## src/rtl/cfs_apb_slave_mem_if.sv

```systemverilog
// rtl/cfs_apb_slave_mem_if.sv - APB bus signal bundle with master/slave views
interface cfs_apb_slave_mem_if #(
    parameter int ADDR_WIDTH = 16,
    parameter int DATA_WIDTH = 32
);
    logic [ADDR_WIDTH-1:0] paddr;
    logic                  pwrite;
    logic                  psel;
    logic                  penable;
    logic [DATA_WIDTH-1:0] pwdata;
    logic                  pready;
    logic [DATA_WIDTH-1:0] prdata;
    logic                  pslverr;

    modport master (
        output paddr, pwrite, psel, penable, pwdata,
        input  pready, prdata, pslverr
    );

    modport slave (
        input  paddr, pwrite, psel, penable, pwdata,
        output pready, prdata, pslverr
    );
endinterface

```

## src/rtl/cfs_apb_slave_mem.sv

```systemverilog
// rtl/cfs_apb_slave_mem.sv - APB slave word memory with programmable wait states
// and pslverr on out-of-range or misaligned accesses.
module cfs_apb_slave_mem #(
    parameter int ADDR_WIDTH = 16,
    parameter int DATA_WIDTH = 32,
    parameter int DEPTH      = 16,
    parameter int WAIT_WIDTH = 4
) (
    input  logic                          pclk,
    input  logic                          reset,
    cfs_apb_slave_mem_if.slave            apb,
    input  logic [WAIT_WIDTH-1:0]         wait_states
);
    localparam int BYTE_LSB = $clog2(DATA_WIDTH / 8);
    localparam int IDX_W    = (DEPTH > 1) ? $clog2(DEPTH) : 1;
    localparam logic [ADDR_WIDTH-1:0] ALIGN_MASK = ADDR_WIDTH'(DATA_WIDTH / 8 - 1);

    typedef enum logic {
        IDLE,
        ACCESS
    } state_t;

    state_t                state;
    state_t                state_next;
    logic [WAIT_WIDTH-1:0] cnt;
    logic [IDX_W-1:0]      idx_q;
    logic                  write_q;
    logic                  err_q;
    logic [DATA_WIDTH-1:0] wdata_q;
    logic [DATA_WIDTH-1:0] mem [DEPTH];

    logic                  setup;
    logic                  complete;
    logic                  waiting;
    logic [ADDR_WIDTH-1:0] word_addr;
    logic                  setup_err;

    // Request decode happens only in the setup cycle; later bus changes are ignored.
    always_comb begin
        word_addr = apb.paddr >> BYTE_LSB;
        setup_err = (|(apb.paddr & ALIGN_MASK)) || (word_addr >= ADDR_WIDTH'(DEPTH));
        setup     = (state == IDLE) && apb.psel && !apb.penable;
        complete  = (state == ACCESS) && apb.psel && apb.penable && (cnt == '0);
        waiting   = (state == ACCESS) && apb.psel && apb.penable && (cnt != '0);
    end

    always_ff @(posedge pclk or posedge reset) begin
        if (reset) begin
            state <= IDLE;
        end else begin
            state <= state_next;
        end
    end

    always_comb begin
        state_next = state;
        case (state)
            IDLE: begin
                if (setup) begin
                    state_next = ACCESS;
                end
            end
            ACCESS: begin
                if (!apb.psel || complete) begin
                    state_next = IDLE;
                end
            end
            default: state_next = IDLE;
        endcase
    end

    always_ff @(posedge pclk or posedge reset) begin
        if (reset) begin
            cnt     <= '0;
            idx_q   <= '0;
            write_q <= 1'b0;
            err_q   <= 1'b0;
            wdata_q <= '0;
        end else if (setup) begin
            cnt     <= wait_states;
            idx_q   <= word_addr[IDX_W-1:0];
            write_q <= apb.pwrite;
            err_q   <= setup_err;
            wdata_q <= apb.pwdata;
        end else if (waiting) begin
            cnt <= cnt - 1'b1;
        end
    end

    // An aborted or reset-interrupted write never reaches this commit point.
    always_ff @(posedge pclk or posedge reset) begin
        if (reset) begin
            for (int i = 0; i < DEPTH; i++) begin
                mem[i] <= '0;
            end
        end else if (complete && write_q && !err_q) begin
            mem[idx_q] <= wdata_q;
        end
    end

    assign apb.pready  = complete;
    assign apb.pslverr = complete && err_q;
    assign apb.prdata  = (complete && !write_q && !err_q) ? mem[idx_q] : '0;
endmodule

```

## src/flat_wrapper.sv

```systemverilog
// flat-port wrapper written by rule: the top's interface ports become plain ports
module cfs_apb_slave_mem_flat 
#(
    parameter int ADDR_WIDTH = 16,
    parameter int DATA_WIDTH = 32,
    parameter int DEPTH      = 16,
    parameter int WAIT_WIDTH = 4
)
  (pclk, reset, wait_states, apb_paddr, apb_pwrite, apb_psel, apb_penable, apb_pwdata, apb_pready, apb_prdata, apb_pslverr);
  cfs_apb_slave_mem_if #(.ADDR_WIDTH(ADDR_WIDTH), .DATA_WIDTH(DATA_WIDTH)) apb_i ();
  input  logic pclk;
  input  logic reset;
  input  logic [WAIT_WIDTH-1:0] wait_states;
  input wire logic [$bits(apb_i.paddr)-1:0] apb_paddr;
  input wire logic [$bits(apb_i.pwrite)-1:0] apb_pwrite;
  input wire logic [$bits(apb_i.psel)-1:0] apb_psel;
  input wire logic [$bits(apb_i.penable)-1:0] apb_penable;
  input wire logic [$bits(apb_i.pwdata)-1:0] apb_pwdata;
  output wire logic [$bits(apb_i.pready)-1:0] apb_pready;
  output wire logic [$bits(apb_i.prdata)-1:0] apb_prdata;
  output wire logic [$bits(apb_i.pslverr)-1:0] apb_pslverr;
  assign apb_i.paddr = apb_paddr;
  assign apb_i.pwrite = apb_pwrite;
  assign apb_i.psel = apb_psel;
  assign apb_i.penable = apb_penable;
  assign apb_i.pwdata = apb_pwdata;
  assign apb_pready = apb_i.pready;
  assign apb_prdata = apb_i.prdata;
  assign apb_pslverr = apb_i.pslverr;
  cfs_apb_slave_mem #(.ADDR_WIDTH(ADDR_WIDTH), .DATA_WIDTH(DATA_WIDTH), .DEPTH(DEPTH), .WAIT_WIDTH(WAIT_WIDTH)) u_core (.pclk(pclk), .reset(reset), .apb(apb_i), .wait_states(wait_states));
endmodule
```

## config.mk

```make
export PLATFORM = sky130hd
export DESIGN_NAME = cfs_apb_slave_mem_flat
export DESIGN_NICKNAME = d
export VERILOG_FILES = /design/src/rtl/cfs_apb_slave_mem_if.sv /design/src/rtl/cfs_apb_slave_mem.sv /design/src/flat_wrapper.sv
export SDC_FILE = /design/constraint.sdc
export NUM_CORES = 1
export LEC_CHECK = 0
export ABC_CLOCK_PERIOD_IN_PS = 69600
export CAP_MARGIN = 20
export CORE_MARGIN = 1.5
export CORE_UTILIZATION = 58
export CTS_CLUSTER_DIAMETER = 80
export DETAILED_ROUTE_END_ITERATION = 16
export DONT_BUFFER_PORTS = 1
export GPL_TIMING_DRIVEN = 0
export MAX_ROUTING_LAYER = met4
export PLACE_DENSITY_LB_ADDON = 0.05
export SYNTH_ARGS = -nofsm -noshare
export SYNTH_HDL_FRONTEND = slang
export SYNTH_SLANG_ARGS = --single-unit
```

## constraint.sdc

```tcl
create_clock -name pclk -period 69.6 [get_ports pclk]
set_input_delay 20.88 -clock pclk [delete_from_list [all_inputs] [get_ports pclk]]
set_output_delay 20.88 -clock pclk [all_outputs]
set_load 0.01 [all_outputs]
```

==> impl_metrics.yaml, run 1 <==
finish:
  final_common_cell: "dfrtp_1"
  fin_cells: 2279
  final_design_area_no_fill_mm2: 0.0278
  fillCellCount: 3101
  area_growth_pct: 11.1
  layout_common_cells: "dfrtp_1 (555), mux2_2 (535), mux4_2 (95), clkbuf_1 (73), buf_2 (72)"
  final_nets: 1713
  drive_gt1_frac: 0.503
  multi_input_area_mm2: 0.0105
  seqCellArea_mm2: 0.0139
power:
  vdd_drop_max_uv: 24.6
  p_leak_nw: 13.6
  power_density_mw_per_mm2: 26.9
place:
  hpwl_um: 42500
  pre_cts_ws_ns: 26.29
  place.port_buffers: 0
  place_inst: 2171
  routabilityCongestion: 0.838
  place_area_mm2: 0.0259
worst_setup_path:
  start_kind: "primary input"
  cpPeakStageDelay_ns: 0.51
  crit_chain: "nand3_1 -> or4_4 -> buf_6 -> buf_4 -> a221oi_2 -> o221a_1"
  r2r_setup_slack_ns: 66.53
  crit_slowest_cell: "or4_4"
  worstPathRequired_ns: 48.72
  crit_family: "simple AND/OR/NAND/NOR gates"
  cp-end-kind: "output pin"
  arrival_ns: 22.43
  critPathKind: "primary input to output pin"
  crit_fanout: 10
  worst-path-buf-inv: 2
timing:
  finalWorstSetupSlack_ns: 26.29
  slew_viol_final: 0
  max_freq_ghz: 0.0231
  min_period_ns: 43.31
  fin_skew_ns: 0.0237
  fin_crit_sh: 0.622
  setup_violations: 0
  whs_ns: 0.485
  rsz0062_at_grt: "no"
  tightest_slew_ns: 1.18
  tns_ns: 0
  hold_violations: 0
  max_slew_margin: 0.211
grt:
  grt_use_total: 0.322
  grt-ovfl-total: 0
  grt_max_degree: 132
  antenna_found_initial: 1
  grt_pass1_wl_um: 100000
  grt_pass1_vias: 15200
die:
  coreArea_mm2: 0.0423
  dieWidth_um: 211
  initial_utilization: 0.592
  fp.dieH_um: 211
  io_pins: 91
  die_area_mm2: 0.0444
  rows: 75
synth:
  synth_nets: 1648
  synth_top_area_share: 0.554
  ys_seq_area_frac: 0.554
  yosys_most_used_dff: "dfrtp_1"
  synth_seq_cells: 555
  synthMuxAreaShare: 0.365
  async_flop_share: 1.00
  netlist_top_cells_area: "dfrtp_1 (55%), mux2_2 (24%), mux4_2 (8.5%), mux2i_1 (2.6%), buf_2 (1.4%)"
  synth_edf_count: 0
  yosysUniqueCellTypes: 52
  synth_cells: 1589
  yosysWarnings: 0
  synth_compound_area_frac: 0.0285
  synth_fa_ha_area_frac: 0.000999
  syn_avg_cell_area_um2: 15.8
  synth-simple-area-share: 0.0229
  synth_top_family_by_area: "multiplexers"
  synth_area_leader_cell: "dfrtp_1"
  syn_area_mm2: 0.0250
  synth_xor_area_frac: 0.00105
clock_network:
  cts_resized: 0
  cts-htree-levels: 2
  cts_tree: "done"
  clock_latency_ns: 0.62
  clk_path_buf_depth: 3
  clock-sinks: 555
  post_cts_buffers: 0
  cts_buffers: 57
  root_buffer: "clkbuf_16"
  path_clk_slew_ns: 0.06
  hold_buffers: 0
worst_hold_path:
  min_path_type: "flop to flop"
routing:
  wirelength_um: 66900
  wl_per_cell_um: 29.4
  drc: 0
  first_pass_iters: 6
  drtIter0Drc: 1097
  viasPerCell: 6.36
  ant_nets: 0
  num_vias: 14500
run:
  drv_cap: 0
outcome:
  outcome: "finished, final reports clean"
-- routing by layer --
metal / global-route usage / share of wire
met2: 0.505 / 0.49
met3: 0.0523 / 0.048
met4: 0.0897 / 0.028
met5: - / 0
met1: 0.441 / 0.44
-- synth_stat cells, drive strengths merged (3+ instances only) --
cell type  instances
mux2i             64
a221oi            13
clkbuf            55
mux4              95
nor3              23
buf               87
mux2             565
nor2              21
and3               3
nand3             12
o22ai             18
a221o             18
dfrtp            555
o221a             13
nor4               4
inv                4
nand2              4
a21oi              3
-- report_power, final --
| group | leakage [nW] | switching, W | total, W | internal [W] |
|---|---|---|---|---|
| Sequential | 7.66 | 0.0000125 | 0.000341 | 0.000329 |
| Combinational | 5.02 | 0.0000670 | 0.0000963 | 0.0000293 |
| Clock | 0.946 | 0.000127 | 0.000312 | 0.000185 |
| Total | 13.6 | 0.000206 | 0.000750 | 0.000543 |
-- final cells by class --
| cell class | instances | area share |
|---|---|---|
| Sequential cell | 555 | 0.499 |
| Multi-Input combinational cell | 888 | 0.377 |
| Clock buffer | 90 | 0.0611 |
| Tap cell | 577 | 0.0259 |
| Buffer | 142 | 0.0239 |
| Clock inverter | 16 | 0.00764 |
| Timing Repair Buffer | 6 | 0.00503 |
| Inverter | 4 | 0.000809 |
| Antenna cell | 1 | 0.0000899 |
-- final timing paths --
check                                     end       startpoint  cells past startpoint
max                            apb_prdata[21]      apb_penable                      6
min                           u_core.mem[270]  u_core.mem[270]                      1
max reg2reg                   u_core.idx_q[0]     u_core.state                      4
min reg2reg                   u_core.mem[270]  u_core.mem[270]                      1
max in group asynchronous  u_core.wdata_q[19]            reset                      3
min in group asynchronous     u_core.mem[480]            reset                      1
-- metrics by stage --
step	total power, W	util
after global routing	0.000775	0.658
after global placement	0.000440	0.609
final	0.000750	0.658
after CTS	0.000755	0.657
after detailed placement	0.000443	0.612
after floorplan	0.000403	-
-- cells by family after synthesis --
group | after synthesis
adder cells (fa/ha/maj) | 2
multiplexers | 724
AO/OA/AOI/OAI | 74
AND/OR/NAND/NOR | 85
flip-flops | 555
buffers and inverters | 146
XOR/XNOR | 3
-- worst reg2reg max path, stage by stage (launching register included) --
cell and delay, ns:
dfrtp_1 0.42, nor3b_1 0.65, clkbuf_1 0.66, clkbuf_1 0.81
mux2_2 0.42
-- state kept, by name, summed over array words and instances, names as in the netlist --
register	cells
u_core.err_q	1
u_core.wdata_q	32
u_core.write_q	1
u_core.cnt	4
u_core.idx_q	4
u_core.state	1
u_core.mem	512
Power figures use the tool's default switching activity.
==> run 2, diff against run 1 <==
--- a/config.mk
+++ b/config.mk
@@ -5,7 +5,7 @@
 export SDC_FILE = /design/constraint.sdc
 export NUM_CORES = 1
 export LEC_CHECK = 0
-export ABC_CLOCK_PERIOD_IN_PS = 69600
+export ABC_CLOCK_PERIOD_IN_PS = 37900
 export CAP_MARGIN = 20
 export CORE_MARGIN = 1.5
 export CORE_UTILIZATION = 58
==> constraint.sdc (replaced) <==
create_clock -name pclk -period 37.9 [get_ports pclk]
set_input_delay 11.37 -clock pclk [delete_from_list [all_inputs] [get_ports pclk]]
set_output_delay 11.37 -clock pclk [all_outputs]
set_load 0.01 [all_outputs]
==> results of run 2 <==
Same layout as run 1 (identical final DEF). Status: finished, final reports clean.
Among the figures that moved: setup slack after placement 26.29 ns -> 13.61 ns; setup slack after layout 26.29 ns -> 13.61 ns; register-to-register setup slack 66.53 ns -> 34.83 ns; total power 0.000750 W -> 0.00138 W; worst IR drop on VDD 24.6 uV -> 45.2 uV
==> run 3, diff against run 2 <==
--- a/config.mk
+++ b/config.mk
@@ -5,7 +5,7 @@
 export SDC_FILE = /design/constraint.sdc
 export NUM_CORES = 1
 export LEC_CHECK = 0
-export ABC_CLOCK_PERIOD_IN_PS = 37900
+export ABC_CLOCK_PERIOD_IN_PS = 20200
 export CAP_MARGIN = 20
 export CORE_MARGIN = 1.5
 export CORE_UTILIZATION = 58
==> constraint.sdc (replaced) <==
create_clock -name pclk -period 20.2 [get_ports pclk]
set_input_delay 6.06 -clock pclk [delete_from_list [all_inputs] [get_ports pclk]]
set_output_delay 6.06 -clock pclk [all_outputs]
set_load 0.01 [all_outputs]
==> run 3 against run 2 <==
Effect of this change:
- flip-flop and latch count stayed put
- utilization barely moved
- register-to-register slack worse by 18 ns
- routed wire length fell by 0.63%
- first-iteration DRC count shrank 7.4%
==> impl_metrics.yaml, run 3 (synthesis results as in run 1) <==
outcome:
  outcome: "finished, final reports clean"
place:
  place.port_buffers: 0
  hpwl_um: 43700
  place_inst: 2183
  routabilityCongestion: 0.856
worst_setup_path:
  arrival_ns: 7.62
  crit_fanout: 10
  r2r-start: "u_core.state"
  start_kind: "primary input"
  cpPeakStageDelay_ns: 0.52
  crit_slowest_cell: "or4_4"
  crit_chain: "nand3_1 -> or4_4 -> buf_6 -> buf_6 -> a221o_1 -> nor3_2"
  reg2reg_depth: 4
  cp_common_cell: "buf_6"
  worstPathRequired_ns: 14.14
  cp-end-kind: "output pin"
  worstReg2RegEnd: "u_core.wdata_q[13]"
  r2r_setup_slack_ns: 17.11
  critPathKind: "primary input to output pin"
timing:
  rsz0062_at_grt: "no"
  hold_violations: 0
  fin_skew_ns: 0.0103
  tightest_slew_ns: 1.13
  tns_ns: 0
  whs_ns: 0.485
  max_slew_margin: 0.244
  max_freq_ghz: 0.0731
  slew_viol_final: 0
  fin_crit_sh: 0.677
  min_period_ns: 13.68
  setup_violations: 0
finish:
  area_growth_pct: 11.1
  final_nets: 1723
  largestRegisters: "u_core.mem x512, u_core.wdata_q x32"
  largest_reg_flops: 512
  final_common_cell: "dfrtp_1"
  drive_gt1_frac: 0.502
  fin_cells: 2278
  layout_common_cells: "dfrtp_1 (555), mux2_2 (535), mux4_2 (95), clkbuf_1 (75), buf_2 (72)"
  max_flop_register: "u_core.mem"
  fillCellCount: 3117
die:
  coreArea_mm2: 0.0423
  fp.dieH_um: 211
  initial_utilization: 0.592
  io_pins: 91
  rows: 75
  die_area_mm2: 0.0444
  dieWidth_um: 211
grt:
  antenna_found_initial: 1
  grt_max_degree: 45
  grt_pass1_wl_um: 99800
  grt-ovfl-total: 0
  grt_pass1_vias: 15300
  grt_use_total: 0.320
power:
  vdd_drop_max_uv: 73.5
  power_density_mw_per_mm2: 89.7
  p_leak_nw: 13.6
clock_network:
  cts_buffers: 56
  clock-sinks: 555
  cts_tree: "done"
  post_cts_buffers: 0
  cts-htree-levels: 2
  hold_buffers: 0
  clock_latency_ns: 0.61
  root_buffer: "clkbuf_16"
  clk_path_buf_depth: 3
  cts_resized: 0
  path_clk_slew_ns: 0.06
routing:
  drc: 0
  wl_per_cell_um: 29.2
  first_pass_iters: 5
  drtIter0Drc: 1016
  num_vias: 14400
  viasPerCell: 6.31
  ant_nets: 0
  wirelength_um: 66500
worst_hold_path:
  hold_start: "u_core.mem[266]"
  worst_hold_path.num_cells: 1
  min_path_type: "flop to flop"
  min_to: "u_core.mem[266]"
run:
  drv_cap: 0
-- run 3: cell type report --
class                      count  area, um2  share of cell area
multi-input combinational    888      10500               0.377
antenna                        1       2.50           0.0000899
clock inverter                 3       15.0            0.000540
tap                          577        722              0.0259
sequential                   555      13900               0.499
clock buffer                  91       1690              0.0609
inverter                       4       18.8            0.000675
timing repair buffer          17        338              0.0121
buffer                       142        664              0.0239
-- run 3: worst max path at each step --
stage | start | to | cells after the start
final | apb_penable | apb_prdata[13] | 6
after global routing | apb_penable | apb_prdata[19] | 6
after CTS | apb_penable | apb_prdata[13] | 6
after detailed placement | apb_penable | apb_prdata[13] | 6
after global placement | reset | u_core.mem[427] | 1
after floorplan | reset | u_core.cnt[0] | 1
-- run 3: critical path: cells and delay by family --
family,cells,cell delay [ns]
AND/OR/NAND/NOR,3,0.93
buffers and inverters,2,0.31
AO/OA/AOI/OAI,1,0.30
-- run 3: through the flow --
step                       util  power (W)  setup WS, ns  instance area, um2
after floorplan               -    0.00139          6.59               25100
after global placement    0.609    0.00152          3.80               25800
after detailed placement  0.617    0.00153          6.52               26100
after CTS                 0.657    0.00251          6.50               27800
after global routing      0.657    0.00258          6.46               27800
final                     0.657    0.00249          6.52               27800
-- run 3: routing by layer --
metal / GRT usage / vias up / part of all wire
li1: - / 6095 / -
met1: 0.433 / 7792 / 0.43
met2: 0.502 / 364 / 0.48
met3: 0.0442 / 132 / 0.048
met4: 0.117 / 0 / 0.037
met5: - / - / 0
-- run 3: where the power goes --
group,leakage (nW),switching (W),internal (W)
Clock,0.838,0.000419,0.000565
Combinational,5.11,0.000229,0.000105
Sequential,7.66,0.0000422,0.00113
Total,13.6,0.000691,0.00180
